`config.mk`:
```
export PLATFORM = sky130hd
export DESIGN_NAME = pipe_stage_skid
export DESIGN_NICKNAME = d
export VERILOG_FILES = /design/src/rtl/pipe_stage_skid.sv
export SDC_FILE = /design/constraint.sdc
export NUM_CORES = 1
export LEC_CHECK = 0
export CAP_MARGIN = 20
export CORE_MARGIN = 1
export CORE_UTILIZATION = 48
export CTS_CLUSTER_DIAMETER = 100
export CTS_CLUSTER_SIZE = 14
export DETAILED_ROUTE_END_ITERATION = 10
export PLACE_DENSITY = 0.81
export SETUP_SLACK_MARGIN = 0.3
export SYNTH_ARGS = -nofsm -noshare
export SYNTH_HDL_FRONTEND = slang
export SYNTH_SLANG_ARGS = --single-unit
```
`constraint.sdc`:
```
create_clock -name clk -period 5.2 [get_ports clk]
set_input_delay 1.04 -clock clk [delete_from_list [all_inputs] [get_ports clk]]
set_output_delay 1.04 -clock clk [all_outputs]
set_load 0.1 [all_outputs]
```
`src/rtl/pipe_stage_skid.sv`:
```
// pipe_stage_skid: elastic pipeline register with a 2-entry skid buffer.
// Carries PC, payload, branch-delay flag and exception code between two
// pipeline stages using valid/ready handshakes. in_ready is registered, so
// there is no combinational path from out_ready to in_ready.
// Priority per edge: reset > req (exception redirect) > flush > normal flow.
// Optional feature macro: PIPE_STAGE_STALL_CNT_EN enables the stall_cnt
// counter; when undefined, stall_cnt is tied to zero.
module pipe_stage_skid #(
  parameter int              PC_W       = 32,
  parameter int              PAYLOAD_W  = 32,
  parameter int              EXC_W      = 5,
  parameter logic [PC_W-1:0] RESET_PC   = 32'h0000_3000,
  parameter logic [PC_W-1:0] HANDLER_PC = 32'h0000_4180
) (
  input  logic                 clk,
  input  logic                 reset,
  input  logic                 req,
  input  logic                 flush,
  input  logic                 in_valid,
  output logic                 in_ready,
  input  logic [PC_W-1:0]      in_pc,
  input  logic [PAYLOAD_W-1:0] in_payload,
  input  logic                 in_bd,
  input  logic [EXC_W-1:0]     in_exc,
  output logic                 out_valid,
  input  logic                 out_ready,
  output logic [PC_W-1:0]      out_pc,
  output logic [PAYLOAD_W-1:0] out_payload,
  output logic                 out_bd,
  output logic [EXC_W-1:0]     out_exc,
  output logic [31:0]          stall_cnt
);

  typedef enum logic [1:0] {EMPTY = 2'd0, ONE = 2'd1, TWO = 2'd2} state_t;

  state_t                 state_p1;
  state_t                 state_nx;
  logic                   rdy_p1;
  logic                   vld_p1;

  logic [PC_W-1:0]        main_pc_p1;
  logic [PAYLOAD_W-1:0]   main_payload_p1;
  logic                   main_bd_p1;
  logic [EXC_W-1:0]       main_exc_p1;

  logic [PC_W-1:0]        skid_pc_p1;
  logic [PAYLOAD_W-1:0]   skid_payload_p1;
  logic                   skid_bd_p1;
  logic [EXC_W-1:0]       skid_exc_p1;

  logic                   in_fire;
  logic                   out_fire;
  logic                   ld_main_in;
  logic                   ld_main_skid;
  logic                   ld_skid;

  assign in_ready = rdy_p1;
  assign in_fire  = in_valid & rdy_p1;
  assign out_fire = vld_p1 & out_ready;

  // State register; in_ready is precomputed from the next state so it is a flop
  always_ff @(posedge clk) begin
    if (reset || req) begin
      state_p1 <= EMPTY;
      rdy_p1   <= 1'b1;
    end else begin
      state_p1 <= state_nx;
      rdy_p1   <= (state_nx != TWO);
    end
  end

  // Next-state and storage-load decode; flush empties the stage and blocks loads
  always_comb begin
    state_nx     = state_p1;
    ld_main_in   = 1'b0;
    ld_main_skid = 1'b0;
    ld_skid      = 1'b0;
    case (state_p1)
      EMPTY: begin
        if (in_fire) begin
          state_nx   = ONE;
          ld_main_in = 1'b1;
        end
      end
      ONE: begin
        if (in_fire && out_fire) begin
          ld_main_in = 1'b1;
        end else if (in_fire) begin
          state_nx = TWO;
          ld_skid  = 1'b1;
        end else if (out_fire) begin
          state_nx = EMPTY;
        end
      end
      TWO: begin
        if (out_fire) begin
          state_nx     = ONE;
          ld_main_skid = 1'b1;
        end
      end
      default: state_nx = EMPTY;
    endcase
    if (flush) begin
      state_nx     = EMPTY;
      ld_main_in   = 1'b0;
      ld_main_skid = 1'b0;
      ld_skid      = 1'b0;
    end
  end

  // Main and skid storage; reset/req redirect out_pc, flush leaves out_pc as is
  always_ff @(posedge clk) begin
    if (reset || req) begin
      main_pc_p1      <= reset ? RESET_PC : HANDLER_PC;
      main_payload_p1 <= '0;
      main_bd_p1      <= 1'b0;
      main_exc_p1     <= '0;
      skid_pc_p1      <= '0;
      skid_payload_p1 <= '0;
      skid_bd_p1      <= 1'b0;
      skid_exc_p1     <= '0;
    end else begin
      if (ld_main_in) begin
        main_pc_p1      <= in_pc;
        main_payload_p1 <= in_payload;
        main_bd_p1      <= in_bd;
        main_exc_p1     <= in_exc;
      end else if (ld_main_skid) begin
        main_pc_p1      <= skid_pc_p1;
        main_payload_p1 <= skid_payload_p1;
        main_bd_p1      <= skid_bd_p1;
        main_exc_p1     <= skid_exc_p1;
      end
      if (ld_skid) begin
        skid_pc_p1      <= in_pc;
        skid_payload_p1 <= in_payload;
        skid_bd_p1      <= in_bd;
        skid_exc_p1     <= in_exc;
      end
    end
  end

  // Output decode; an empty stage presents a nop with cleared flags
  always_comb begin
    vld_p1      = (state_p1 != EMPTY);
    out_valid   = vld_p1;
    out_pc      = main_pc_p1;
    out_payload = vld_p1 ? main_payload_p1 : '0;
    out_bd      = vld_p1 & main_bd_p1;
    out_exc     = vld_p1 ? main_exc_p1 : '0;
  end

`ifdef PIPE_STAGE_STALL_CNT_EN
  logic [31:0] stall_q;

  // Count edges where the head is held back by downstream; wraps naturally
  always_ff @(posedge clk) begin
    if (reset) begin
      stall_q <= '0;
    end else if (!req && !flush && vld_p1 && !out_ready) begin
      stall_q <= stall_q + 32'd1;
    end
  end

  assign stall_cnt = stall_q;
`else
  assign stall_cnt = 32'h0;
`endif

endmodule

```
# Word level (Yosys, flattened, before mapping)
# Index checks and enable logic that the tools add are counted.
[word_totals]
ff_bits = 143
in_bits = 76
[classes]
eq_ne = 3
muxes = 29
n_bitwise = 3
n_reduce_logical = 6
[op_table]
columns = ["operator", "count"]
rows = [
  ["32-bit 2-to-1 mux", 6],
  ["15-bit 2-to-1 mux", 1],
  ["5-bit 2-to-1 mux", 3],
  ["2-bit 2-to-1 mux", 6],
  ["1-bit 2-to-1 mux", 11],
  ["2-bit case mux with 3 select lines", 1],
  ["2-bit nonzero test", 2],
  ["1-bit AND", 3],
  ["3-bit nonzero test", 1],
  ["2-bit by 1-bit == test with 1-bit output, second input constant", 1],
  ["2-bit == test, second input constant", 1],
  ["2-bit logical NOT", 1],
  ["2-bit != test, second input constant", 1],
  ["1-bit case mux with 2 select lines", 1],
  ["1-bit logical AND", 1],
  ["1-bit logical OR", 1],
]

# Longest topological paths before layout
[logic_depth]
ltp_word = 8
mapped_depth = 7

# Worst setup path after synthesis
# OpenSTA, ideal clock, no wires.
[synth_path]
path_kind = "register to register"
from = "reg rdy_p1, in the netlist in_ready"
to = "reg main_pc_p1[0], in the netlist out_pc[0], enable pin"
arrival_ps = 3697
required_ps = 4734
slack_ps = 1037
stages_incl_launch_ff = 5
path_buffers = 0
synth_period_minus_slack_ps = 4163
cell_sequence = "dfxtp_1 > nand3b_4 > a21oi_1 > a21oi_1 > o21ai_0"
[synth_via]
elab_chain_len = 6
[synth_rtl]
columns = ["element", "line", "rtl"]
rows = [
  ["from (decl)", "38", "logic rdy_p1;"],
  ["from (signal assigned)", "68", "rdy_p1 <= (state_nx != TWO);"],
  ["1-bit AND *", "58", "assign in_fire = in_valid & rdy_p1;"],
  ["1-bit logical AND", "86", "if (in_fire && out_fire) begin"],
  ["1-bit 2-to-1 mux", "86", ""],
  ["1-bit case mux with 2 select lines *", "78", "case (state_p1)"],
  ["1-bit 2-to-1 mux *", "103", "if (flush) begin"],
  ["3-bit nonzero test (no source line) *", "--", ""],
  ["to (signal assigned)", "114", "main_pc_p1 <= reset ? RESET_PC : HANDLER_PC;"],
  ["to (signal assigned)", "124", "main_pc_p1 <= in_pc;"],
  ["to (signal assigned)", "129", "main_pc_p1 <= skid_pc_p1;"],
  ["to (decl)", "41", "logic [PC_W-1:0] main_pc_p1;"],
]
# Mark *: on every way between the ends. The rest lies on a longest branch, timed or not.
# A chain may end at the register's enable or synchronous reset.

# Worst setup path in the final report
[layout_path]
from = "reg state_p1[0]"
to = "out out_exc[3]"
[layout_via]
elab_chain_len = 2
[layout_rtl]
columns = ["element", "line", "rtl"]
rows = [
  ["from (decl)", "36", "state_t state_p1;"],
  ["from (signal assigned)", "67", "state_p1 <= state_nx;"],
  ["2-bit nonzero test", "145", "vld_p1 = (state_p1 != EMPTY);"],
  ["5-bit 2-to-1 mux", "150", "out_exc = vld_p1 ? main_exc_p1 : '0;"],
  ["to (decl)", "30", "output logic [EXC_W-1:0] out_exc,"],
]
# No other way between the ends.

==> impl_metrics.sql <==
INSERT INTO impl_metrics (metric_group, metric, value, unit) VALUES
('die', 'core_region_area', '0.0126', 'mm2'),
('worst_setup_path', 'critPathCaptureType', 'primary output', ''),
('worst_setup_path', 'r2r.worst_path.cells', '5', ''),
('clock_tree', 'insertion_delay', '410', 'ps'),
('timing', 'timing.max_slew.rel_slack', '31.7', '%'),
('die', 'top_level_ports', '180', ''),
('global_routing', 'pin_count_of_the_biggest_net_entering_global_routing', '101', ''),
('timing', 'portion_of_the_clock_cycle_consumed_by_the_worst_path_in_the_final_layout', '72.7', '%'),
('clock_tree', 'tritoncts', 'done', ''),
('clock_tree', 'clk_path_buf_depth', '2', ''),
('drt', 'wl_per_cell', '14.0', 'um'),
('finish', 'layout-area-overhead-vs-synth', '32.3', '%'),
('timing', 'fin_ws', '1420', 'ps'),
('die', 'horizontal_extent_of_the_die', '116', 'um'),
('worst_setup_path', 'worstSetupStartpointType', 'register', ''),
('finish', 'mostFrequentLayoutCells', 'nand2_1 (197), clkdlybuf4s50_1 (147), a21oi_1 (138)', ''),
('power_and_ir_drop', 'p_comb_share', '15.3', '%'),
('clock_tree', 'ctsHtreeMaxLevel', '4', ''),
('global_routing', 'globalRouteOverflowTotal', '0', ''),
('timing', 'fin_setup_tns', '0', 'ps'),
('worst_setup_path', 'critical_register_to_register_path_endpoint', 'main_payload_p1[6]', ''),
('power_and_ir_drop', 'p_per_area', '340', 'mW/mm2'),
('power_and_ir_drop', 'ir_drop', '0.157', 'mV'),
('finish', 'finalCoreUtilization', '65.1', '%'),
('timing', 'highest_clock_rate', '0.265', 'GHz'),
('timing', 'fin_worst_hold_slack', '452', 'ps'),
('placed_design', 'post-place-ws', '1770', 'ps'),
('yosys', 'seq_area_frac_synth', '51.5', '%'),
('yosys', 'yosysUniqueCellTypes', '26', ''),
('run', 'drv_cap', '0', ''),
('drt', 'drc', '0', ''),
('die', 'floorplan.initialDensity', '49.2', '%'),
('power_and_ir_drop', 'cell_internal_pwr', '1.99', 'mW'),
('worst_setup_path', 'r2r_start', 'state_p1[0]', ''),
('timing', 'fin_skew', '7.11', 'ps'),
('clock_tree', 'clock-root-buffer', 'clkbuf_16', ''),
('drt', 'initialDrtViolationCount', '259', ''),
('min_path', 'holdCritStartpoint', 'skid_pc_p1[13]', ''),
('global_routing', 'grt_antenna_before_repair', '0', ''),
('placed_design', 'detailed_place_hpwl', '8770', 'um'),
('die', 'rows', '41', ''),
('drt', 'detailroute.via_count', '5113', ''),
('placed_design', 'buffer_ports.inserted', '147', ''),
('yosys', 'mappedNetlistArea', '0.00619', 'mm2'),
('clock_tree', 'postCtsSetupBuffers', '0', ''),
('status', 'outcome', 'finished, final reports clean', ''),
('yosys', 'postSynthRegisterBits', '143', ''),
('drt', 'detailedRoute.firstPassIterationCount', '5', ''),
('worst_setup_path', 'regToRegSetupSlack', '2980', 'ps'),
('clock_tree', 'clk_pin_slew', '60', 'ps'),
('finish', 'nets', '907', ''),
('yosys', 'average_footprint_of_a_synthesized_cell', '8.68', 'um2'),
('timing', 'grt_setup_unrepaired', 'false', ''),
('timing', 'final_hold_vios', '0', ''),
('finish', 'layout.cells.most_common', 'nand2_1', ''),
('yosys', 'synthCells', '713', ''),
('power_and_ir_drop', 'seqPwrFrac', '42.3', '%'),
('min_path', 'hold-path-cell-count', '2', ''),
('global_routing', 'grt_pass1_vias', '4641', ''),
('power_and_ir_drop', 'power.clock.fraction', '42.5', '%'),
('timing', 'setup_viol_count_final', '0', ''),
('placed_design', 'gpl.final_weighted_congestion', '0.747', ''),
('power_and_ir_drop', 'leakage', '2.62', 'nW'),
('timing', 'max_slew_violations', '0', ''),
('die', 'chipHeight', '116', 'um'),
('global_routing', 'grt_first_pass_wirelength', '22600', 'um'),
('die', 'fp.dieArea', '0.0133', 'mm2'),
('worst_setup_path', 'required_time_worst_endpoint', '4160', 'ps'),
('worst_setup_path', 'setup_cp_type', 'register to primary output', ''),
('clock_tree', 'cts_hold_repair.buffers', '0', ''),
('power_and_ir_drop', 'power_switching', '788', 'uW');
-- logic make-up (layout without fill, tap and decap cells) --
group,count (synthesis),count (layout),share of synthesized area [%]
simple gates,260,260,18.5
mux,41,41,6.63
other cells,1,32,0.0606
flops,143,143,51.5
compound gates,180,180,14.7
buf+inv,88,188,8.66
-- sequential cells by signal, indices dropped and copies added, names as in the netlist, 2 cells and up --
signal,cells
main_exc_p1,5
main_payload_p1,32
out_pc,32
skid_exc_p1,5
skid_payload_p1,32
skid_pc_p1,32
state_p1,2
-- worst max-delay path, stage by stage (launching register included) --
cell	delay [ps]
dfxtp_1	400
nor2_4	740
nor2b_1	170
clkdlybuf4s50_1	1020
-- how the worst max path moves through the flow --
stage                           start            endpoint  slack (ps)
after floorplan              in_ready           out_pc[0]        1040
after global placement          flush  main_payload_p1[7]        1830
after detailed placement        flush  main_payload_p1[6]        1770
after CTS                 state_p1[0]          out_exc[3]        1370
after global routing      state_p1[0]          out_exc[3]        1290
final                     state_p1[0]          out_exc[3]        1420
-- cell usage after synthesis (all sizes together) --
cell type / number / area, um2
nand3b: 1 / 20.0
edfxtp: 32 / 961
o21ai: 39 / 195
nand3: 1 / 5.00
o21bai: 2 / 15.0
dfxtp: 111 / 2220
a21oi: 138 / 691
or3: 2 / 12.5
nor4: 1 / 6.26
or4: 1 / 7.51
conb: 1 / 3.75
nor2b: 39 / 251
inv: 1 / 3.75
nand2b: 1 / 6.26
nor2: 4 / 15.0
nand2: 197 / 739
buf: 63 / 442
or2: 1 / 6.26
nor3: 12 / 75.1
o21a: 1 / 7.51
clkbuf: 24 / 90.1
mux2i: 41 / 410
-- final cells by class --
| cell class | instances | area [um2] | area share (%) |
|---|---|---|---|
| inverters | 1 | 3.75 | 0.0459 |
| repair buffers | 155 | 1580 | 19.3 |
| well taps | 172 | 215 | 2.63 |
| multi-input cells | 513 | 2620 | 32.0 |
| clock inverters | 12 | 135 | 1.65 |
| flip-flops and latches | 143 | 3180 | 38.9 |
| clock buffers | 20 | 447 | 5.46 |
-- power by group through the flow --
stage / clock network [mW] / logic [mW] / registers (mW)
finish: 1.18 / 0.424 / 1.17
global route: 1.26 / 0.441 / 1.18
CTS: 1.20 / 0.422 / 1.17
detailed placement: 0 / 0.420 / 1.20
global placement: 0 / 0.419 / 1.20
floorplan: 0 / 0.207 / 1.31
-- layer usage --
| layer | routed length (um) | global-route usage, % | vias to the layer above |
|---|---|---|---|
| li1 | - | - | 2572 |
| met1 | 6260 | 28.3 | 2359 |
| met2 | 6910 | 35.7 | 163 |
| met3 | 819 | 4.34 | 19 |
| met4 | 260 | 9.44 | 0 |
| met5 | 0 | 0 | - |
-- per-stage QoR --
step / instances / instance area, um2
final: 1016 / 8180
after global routing: 1016 / 8180
after CTS: 1015 / 8150
after detailed placement: 983 / 7570
after global placement: 983 / 7570
after floorplan: 744 / 6300
(Power assumes the default switching activity.)
